--- config.mk ---
export PLATFORM = sky130hd
export DESIGN_NAME = capture_sequencer
export DESIGN_NICKNAME = d
export VERILOG_FILES = /design/src/rtl/capture_sequencer.sv
export SDC_FILE = /design/constraint.sdc
export NUM_CORES = 1
export LEC_CHECK = 0
export ABC_AREA = 1
export CAP_MARGIN = 30
export CORE_UTILIZATION = 60
export CTS_BUF_LIST = sky130_fd_sc_hd__clkbuf_4
export DETAILED_ROUTE_END_ITERATION = 6
export DONT_BUFFER_PORTS = 1
export MAX_ROUTING_LAYER = met4
export PLACE_DENSITY = 0.86
export SYNTH_ARGS = -nofsm -noshare
export SYNTH_HDL_FRONTEND = slang
export SYNTH_SLANG_ARGS = --single-unit
--- constraint.sdc ---
create_clock -name clk -period 5.75 [get_ports clk]
set_clock_uncertainty 0.05 [all_clocks]
set_input_delay 0.575 -clock clk [delete_from_list [all_inputs] [get_ports clk]]
set_output_delay 0.575 -clock clk [all_outputs]
set_load 0.02 [all_outputs]
--- src/rtl/capture_sequencer.sv ---
// -----------------------------------------------------------------------------
// capture_sequencer
//
// Purpose: drives the shared write enable and circular write address of the
// five channel RAMs for one capture run. It counts pre-trigger samples until
// the RAM holds enough history to arm the trigger. Once the trigger is taken
// it counts post-trigger samples and then pulses set_capture_done. ram_addr
// always holds the last address written, so the oldest sample sits at
// ram_addr+1 (wrapped).
//
// Optional feature (macro CAPT_FORCE_TRIG_EN): adds a force_trig input.
// force_trig moves PRE_TRIG straight to POST_TRIG even when armed is low.
// Without the macro, the only way out of PRE_TRIG is triggered && armed.
//
// Ports:
//   clk               in   system clock
//   rst_n             in   asynchronous active-low reset
//   capture_en        in   run request (level)
//   capture_done      in   capture-done flag, cleared by host
//   smpl_vld          in   decimated sample strobe, 1 clk wide
//   triggered         in   sticky trigger-detected level
//   trig_pos [LOG2]   in   post-trigger sample count (0 -> 1, >ENTRIES -> ENTRIES)
//   force_trig        in   (CAPT_FORCE_TRIG_EN only) force trigger pulse
//   we                out  channel RAM write enable (combinational)
//   waddr    [LOG2]   out  channel RAM write address
//   ram_addr [LOG2]   out  address of last sample written
//   armed             out  pre-trigger region full
//   set_capture_done  out  1-clk pulse on the final post-trigger write
// -----------------------------------------------------------------------------
module capture_sequencer #(
    parameter int ENTRIES = 384,
    parameter int LOG2    = 9
) (
    input  logic            clk,
    input  logic            rst_n,
    input  logic            capture_en,
    input  logic            capture_done,
    input  logic            smpl_vld,
    input  logic            triggered,
    input  logic [LOG2-1:0] trig_pos,
`ifdef CAPT_FORCE_TRIG_EN
    input  logic            force_trig,
`endif
    output logic            we,
    output logic [LOG2-1:0] waddr,
    output logic [LOG2-1:0] ram_addr,
    output logic            armed,
    output logic            set_capture_done
);

    typedef enum logic [1:0] {IDLE, PRE_TRIG, POST_TRIG, DONE} state_t;

    // Counters are one bit wider than the address so they can hold ENTRIES
    // even when ENTRIES == 2**LOG2.
    localparam logic [LOG2:0]   ENT_C     = (LOG2+1)'(ENTRIES);
    localparam logic [LOG2-1:0] LAST_ADDR = LOG2'(ENTRIES - 1);

    state_t          state, state_nxt;
    logic [LOG2-1:0] waddr_nxt, ram_addr_nxt;
    logic [LOG2:0]   smpl_cnt, smpl_cnt_nxt;
    logic [LOG2:0]   post_cnt, post_cnt_nxt;
    logic            armed_nxt;
    logic [LOG2:0]   tp_eff;
    logic [LOG2:0]   arm_thr;
    logic            abort;
    logic            go_post;

    // Effective post-trigger count: 0 means "just the trigger sample";
    // anything beyond the RAM depth is clamped to the depth.
    always_comb begin
        if (trig_pos == '0)
            tp_eff = (LOG2+1)'(1);
        else if ({1'b0, trig_pos} > ENT_C)
            tp_eff = ENT_C;
        else
            tp_eff = {1'b0, trig_pos};
    end

    assign arm_thr = ENT_C - tp_eff;
    // A host write to capture_done during a run is treated like dropping
    // capture_en.
    assign abort   = !capture_en || capture_done;

`ifdef CAPT_FORCE_TRIG_EN
    assign go_post = (triggered && armed) || force_trig;
`else
    assign go_post = triggered && armed;
`endif

    always_ff @(posedge clk or negedge rst_n) begin
        if (!rst_n) begin
            state    <= IDLE;
            waddr    <= '0;
            ram_addr <= '0;
            smpl_cnt <= '0;
            post_cnt <= '0;
            armed    <= 1'b0;
        end else begin
            state    <= state_nxt;
            waddr    <= waddr_nxt;
            ram_addr <= ram_addr_nxt;
            smpl_cnt <= smpl_cnt_nxt;
            post_cnt <= post_cnt_nxt;
            armed    <= armed_nxt;
        end
    end

    always_comb begin
        state_nxt        = state;
        waddr_nxt        = waddr;
        ram_addr_nxt     = ram_addr;
        smpl_cnt_nxt     = smpl_cnt;
        post_cnt_nxt     = post_cnt;
        armed_nxt        = armed;
        we               = 1'b0;
        set_capture_done = 1'b0;

        case (state)
            IDLE: begin
                armed_nxt = 1'b0;
                if (capture_en && !capture_done) begin
                    state_nxt    = PRE_TRIG;
                    waddr_nxt    = '0;
                    smpl_cnt_nxt = '0;
                    post_cnt_nxt = '0;
                    // With a full-depth post region no history is needed,
                    // so the run starts armed.
                    armed_nxt    = (arm_thr == '0);
                end
            end

            PRE_TRIG: begin
                we = smpl_vld;
                if (abort) begin
                    state_nxt = IDLE;
                    armed_nxt = 1'b0;
                end else if (go_post) begin
                    state_nxt = POST_TRIG;
                    // A sample landing in the trigger cycle is post sample #1.
                    if (smpl_vld) begin
                        post_cnt_nxt = (LOG2+1)'(1);
                        if (tp_eff == (LOG2+1)'(1)) begin
                            set_capture_done = 1'b1;
                            state_nxt        = DONE;
                            armed_nxt        = 1'b0;
                        end
                    end
                end else begin
                    if (smpl_vld && (smpl_cnt != ENT_C))
                        smpl_cnt_nxt = smpl_cnt + 1'b1;
                    armed_nxt = (smpl_cnt_nxt >= arm_thr);
                end
            end

            POST_TRIG: begin
                we = smpl_vld;
                if (abort) begin
                    state_nxt = IDLE;
                    armed_nxt = 1'b0;
                end else if (smpl_vld) begin
                    post_cnt_nxt = post_cnt + 1'b1;
                    if (post_cnt_nxt == tp_eff) begin
                        set_capture_done = 1'b1;
                        state_nxt        = DONE;
                        armed_nxt        = 1'b0;
                    end
                end
            end

            DONE: begin
                if (!capture_done && !capture_en)
                    state_nxt = IDLE;
            end

            default: state_nxt = IDLE;
        endcase

        if (we) begin
            ram_addr_nxt = waddr;
            waddr_nxt    = (waddr == LAST_ADDR) ? '0 : waddr + 1'b1;
        end
    end

endmodule
== After elaboration in Yosys (flattened, before gate mapping) ==
Index checks and enable logic that the tools add are counted.

* Add/subtract/negate cells: 4
* Multiply operators: 0
* Div/mod/pow operators: 0
* Order comparisons: 2
* Eq/ne operators: 20
* Shift operators: 0
* Multiplexer cells: 48
* Bitwise gates (word level): 0
* Reduce and logical (&&, ||, !) cells: 20

{| class="wikitable"
|+ Operators with widths
! cell !! count
|-
| $mux W10 || 13
|-
| $mux W9 || 5
|-
| $pmux W10 S3 || 1
|-
| $add A10 B1 Y10 const B || 2
|-
| $pmux W10 S2 || 1
|-
| $mux W1 || 18
|-
| $ne A2 B2 Y1 const B || 8
|-
| $mux W2 || 7
|-
| $eq A10 B1 Y1 const B || 1
|-
| $eq A10 B10 Y1 || 1
|-
| $ge A10 B10 Y1 || 1
|-
| $logic_not A10 Y1 || 1
|-
| $ne A10 B9 Y1 const B || 1
|-
| $reduce_and A5 Y1 || 2
|-
| $sub A9 B10 Y10 const A || 1
|-
| $add A9 B1 Y9 const B || 1
|-
| $eq A9 B9 Y1 const B || 1
|-
| $gt A9 B9 Y1 const B || 1
|-
| $logic_not A9 Y1 || 1
|-
| $ne A3 B3 Y1 const B || 3
|-
| $ne A4 B4 Y1 const B || 2
|-
| $pmux W2 S4 || 1
|-
| $reduce_and A7 Y1 || 1
|-
| $reduce_bool A2 Y1 || 3
|-
| other kinds (12) || 17
|}

* Bits in registers: 41
* Latch bits: 0
* Bits in writable memories: 0
* Bits in read-only memories: 0
* Input bits: 15
* Word-level logic and storage cells: 100
* Memories: 0

== Longest topological paths before layout ==
* Depth after elaboration: 10
* Gate-level depth with buffers: 20

== Worst setup path after synthesis ==
No wires, ideal clock.

* Path type: input port to flip-flop
* From: input port trig_pos[1]
* To: register armed
* Setup time: 0.116 ns
* Data arrival time: 2.717 ns
* Data required time: 5.584 ns
* Setup slack: 2.867 ns
* Stages: 20
* Path buffers: 0
* Cell sequence: inv_1 > nand2_2 > nor2_2 > nand2_2 > nand2_4 > a21oi_2 > ha_1 > nand3_1 > o21ai_0 > xor2_1 > inv_1 > ha_1 > nand2_1 > nor2_1 > a211oi_1 > nand4_1 > nand3_1 > o21ai_1 > nand2_1 > nand2_1

* Cells in the longest elaborated chain, start to end: 8
* Elaborated cells between the ends (all ways): 16

{| class="wikitable"
|+ Ends and longest elaborated chain
! what !! line !! RTL
|-
| start: declaration || 40 || <nowiki>input logic [LOG2-1:0] trig_pos,</nowiki>
|-
| $gt A9 B9 Y1 || 73 || <nowiki>else if ({1'b0, trig_pos} > ENT_C)</nowiki>
|-
| $mux W9 || 73 ||
|-
| $mux W10 * || 71 || <nowiki>if (trig_pos == '0)</nowiki>
|-
| $sub A9 B10 Y10 || 79 || <nowiki>assign arm_thr = ENT_C - tp_eff;</nowiki>
|-
| $ge A10 B10 Y1 || 151 || <nowiki>armed_nxt = (smpl_cnt_nxt >= arm_thr);</nowiki>
|-
| $mux W1 || 137 || <nowiki>end else if (go_post) begin</nowiki>
|-
| $mux W1 || 134 || <nowiki>if (abort) begin</nowiki>
|-
| $pmux W1 S3 || 118 || <nowiki>case (state)</nowiki>
|-
| end signal: assignment || 104 || <nowiki>armed <= armed_nxt;</nowiki>
|-
| end: declaration || 47 || <nowiki>output logic armed,</nowiki>
|}

Mark *: on every way between the ends. The rest lies on a longest branch, timed or not.
A chain may end at the register's enable or synchronous reset.

== Worst setup path in the final report ==
* From: register state[0]
* To: output port set_capture_done

* Cells in the longest elaborated chain, start to end: 2
* Elaborated cells between the ends (all ways): 3

{| class="wikitable"
|+ Ends and longest elaborated chain
! what !! line !! RTL
|-
| start: declaration || 58 || <nowiki>state_t state, state_nxt;</nowiki>
|-
| start signal: assignment || 99 || <nowiki>state <= state_nxt;</nowiki>
|-
| $eq A2 B2 Y1 / $eq A2 B1 Y1 (equally long branches) || 118 ||
|-
| $pmux W1 S2 * || 118 ||
|-
| end: declaration || 48 || <nowiki>output logic set_capture_done</nowiki>
|}

Marked as above.

==> summary.md <==
| Metric | Value |
|---|---|
| Worst reg2reg startpoint | `smpl_cnt[0]` |
| PD cells | `351 nW/um^2` |
| Worst Hold Class | `primary input to flop` |
| R2R Setup Slk | `between 2000 and 3000 ps` |
| Ys Warns | `0` |
| Avg Inst Size Synth | `6.88 sq um` |
| Die area | `5500 sq um` |
| Tmin final | `3220 ps` |
| RSZ-0062 raised after global routing | `false` |
| Chip height | `74.2 um` |
| Tot GR Track Use | `30.2%` |
| Starting Density | `64.1%` |
| Final hold vios | `0` |
| WHS | `roughly 460 ps` |
| Worst hold start | `smpl_vld` |
| Sw frac | `around half` |
| Critical Path AT | `about 2600 ps` |
| Logic pwr share | `42.1%` |
| Clock tree buffer depth | `2` |
| Root Driver | `clkbuf_4` |
| Core Area | `4880 sq um` |
| Most frequent cells in the layout | `nand2_1, inv_1, dfrtp_1` |
| Critical path class | `flop to primary output` |
| Diodes inserted | `0` |
| Worst slew margin | `50.7%` |
| Routed Antenna Nets | `0` |
| Most area-hungry cell type in the Yosys netlist | `dfrtp_1` |
| Pint | `587 uW` |
| Adder-cell share of the synthesized area | `under 10%` |
| Startpoint Class | `flop` |
| Register area | `about 1000 sq um` |
| Period Utilization, post-route | `56.0%` |
| CTS tree | `done` |
| Peak VDD IR | `0.000279 V` |
| Fraction of layout cells with a size suffix above 1 | `4.57%` |
| Clk sinks | `41` |
| Worst-skew pair later-pin latency | `370 ps` |
| Unique masters post-synth | `29` |
| Initial antenna violation count | `0` |
| GP Congestion | `1.00` |
| Actual slew at the worst max-slew pin | `737 ps` |
| First-pass GRT wire length | `12.4 mm` |
| Post-Synth XOR/XNOR Area | `around 5%` |
| DP HPWL | `about 5.8 mm` |
| Final non-filler cell area | `3270 sq um` |
| DR vias/cell | `5.61` |
| Final number of setup-violating endpoints | `0` |
| DRC Markers | `0` |
| Syn nets | `between 400 and 500` |
| Dpl cells | `517` |
| Worst-path clk slew | `120 ps` |
| Leakage power | `around 0.0016 uW` |
| Crit end category | `primary output` |
| Commonest non-fill, non-tap cell in the layout | `nand2_1` |
| Crit Reg-Reg Endpoint | `armed` |
| Simple logic cell fraction of the synthesized area | `30.2%` |
| H-Tree Level Count | `2` |
| Post_cts resized | `0` |
| Hold path depth | `4` |
| First-pass DRT Iterations | `5` |
| Setup TNS | `0 ps` |
| Post-Syn Area | `around 3100 sq um` |
| Area of the multi-input gates | `roughly 1800 sq um` |
| Sequential area share after synthesis | `32.8%` |
| Die Width | `roughly 74 um` |
| PortBufs | `0` |
| I/O pins | `36` |
| Fill cells | `439` |
| FMAX | `between 300 and 400 MHz` |
| Status | `completed` |
| Post-Syn Instances | `approximately 450` |
| Worst-path fanout max | `21` |
| DRT iter0 DRCs | `between 200 and 300` |
| Synth top area cells | `dfrtp_1, nand2_1, inv_1, ha_1, nand3_1` |
| Setup Fix Bufs, Post-CTS | `0` |
| Hold Path End | `state[0]` |
| CTS buffer count | `5` |
| Vias in the first global route | `2702` |
| Largest family of logic cells by synthesized area | `simple AND/OR/NAND/NOR gates` |
| Share of power burned in registers | `44.5%` |
| Max Slew Vio Count | `0` |
| Post-synthesis mux area share | `0%` |
| Worst reg-to-reg path cell count | `18` |
| WL/cell | `13.9 um` |
| Largest net degree at the start of global routing | `42` |
| Vias | `2958` |
| Synth top area share | `32.8%` |
| P_sw | `563 uW` |
| Clock power share | `13.4%` |
| Yosys reg bits | `between 40 and 50` |
| Worst Path Required | `about 5000 ps` |
| Nets | `about 500` |
| Rows | `25` |
| Total grt overflow | `0` |
| Area grow syn2layout | `4.68%` |
| Max Cap Viol | `0` |
| DP Area | `3180 sq um` |
| Routed wire length | `between 7 and 8 mm` |
| Compound-Gate Fraction of Synth Area | `12.3%` |
| Fin cells | `527` |
## synth_stat cells
| master | count |
|---|---|
| o21ai_1 | 1 |
| nand2_4 | 1 |
| a211oi_1 | 1 |
| nand4_1 | 9 |
| ha_1 | 22 |
| nor2_2 | 2 |
| nand2_2 | 5 |
| nor3_2 | 1 |
| inv_1 | 80 |
| clkinv_1 | 1 |
| nand2_1 | 112 |
| xor2_1 | 17 |
| conb_1 | 1 |
| nor3_1 | 12 |
| o21ai_0 | 34 |
| nand3_1 | 38 |
| nor2_1 | 33 |
| clkbuf_1 | 3 |
| o31ai_1 | 2 |
| nor4_1 | 3 |
| buf_8 | 1 |
| a21oi_1 | 9 |
| o22ai_1 | 20 |
| dfrtp_1 | 41 |
| inv_2 | 1 |
| xnor2_1 | 1 |
| nand3_2 | 1 |
| a21oi_2 | 1 |
| o211ai_1 | 1 |
## sequential cells by signal (all words and copies together), names as in the netlist
| register | count |
|---|---|
| post_cnt | 10 |
| smpl_cnt | 10 |
| state | 2 |
| armed | 1 |
| ram_addr | 9 |
| waddr | 9 |
## area by class of cell
class,instances,share of cell area (%)
flip-flops and latches,41,31.4
multi-input cells,327,54.0
clock inverters,3,0.650
repair buffers,2,0.918
inverters,82,9.41
well taps,67,2.56
clock buffers,5,1.15
## critical path: stages (launching register included)
cell and delay, ps:
dfrtp_1 440, inv_1 100, ha_1 380, nand2_1 340, inv_1 420, nand2_1 100, o22ai_1 450
## metal layers
metal	vias to the layer above	wire length, um	track usage [%]
met5	-	0	-
met4	0	120	9.19
met3	18	443	5.15
met2	82	3280	44.6
met1	1371	3470	42.2
li1	1487	-	-
## through the flow
step | setup WS, ps | utilization [%] | total power (uW)
CTS | 2510 | 67.1 | 1150
finish | 2530 | 67.1 | 1150
detailed placement | 2550 | 65.2 | 985
global route | 2280 | 67.1 | 1260
floorplan | 2870 | - | 873
global placement | 2650 | 65.2 | 966
## repair_timing
item	4_1_cts	5_1_grt
setup endpoints to repair	0	0
hold buffers	2	0
hold endpoints to repair	41	0
## worst max-delay path by stage
stage / slack (ps) / to / from
6_report: 2530 / set_capture_done / state[0]
3_3_place_gp: 2650 / armed / trig_pos[1]
5_1_grt: 2280 / set_capture_done / state[1]
3_5_place_dp: 2550 / armed / trig_pos[1]
4_1_cts: 2510 / set_capture_done / state[0]
2_1_floorplan: 2870 / armed / trig_pos[1]
## power by group through the flow
| stage | clock network, uW | logic (uW) | registers (uW) |
|---|---|---|---|
| after floorplan | 0 | 381 | 492 |
| after global placement | 0 | 454 | 512 |
| after detailed placement | 0 | 468 | 517 |
| after CTS | 157 | 479 | 511 |
| after global routing | 169 | 563 | 525 |
| final | 154 | 484 | 512 |
## cells by family after synthesis
group | count (synthesis)
simple gates | 217
flops | 41
xor+xnor | 18
other cells | 1
compound gates | 69
buf+inv | 86
fa+ha+maj | 22
(Power assumes the default switching activity.)
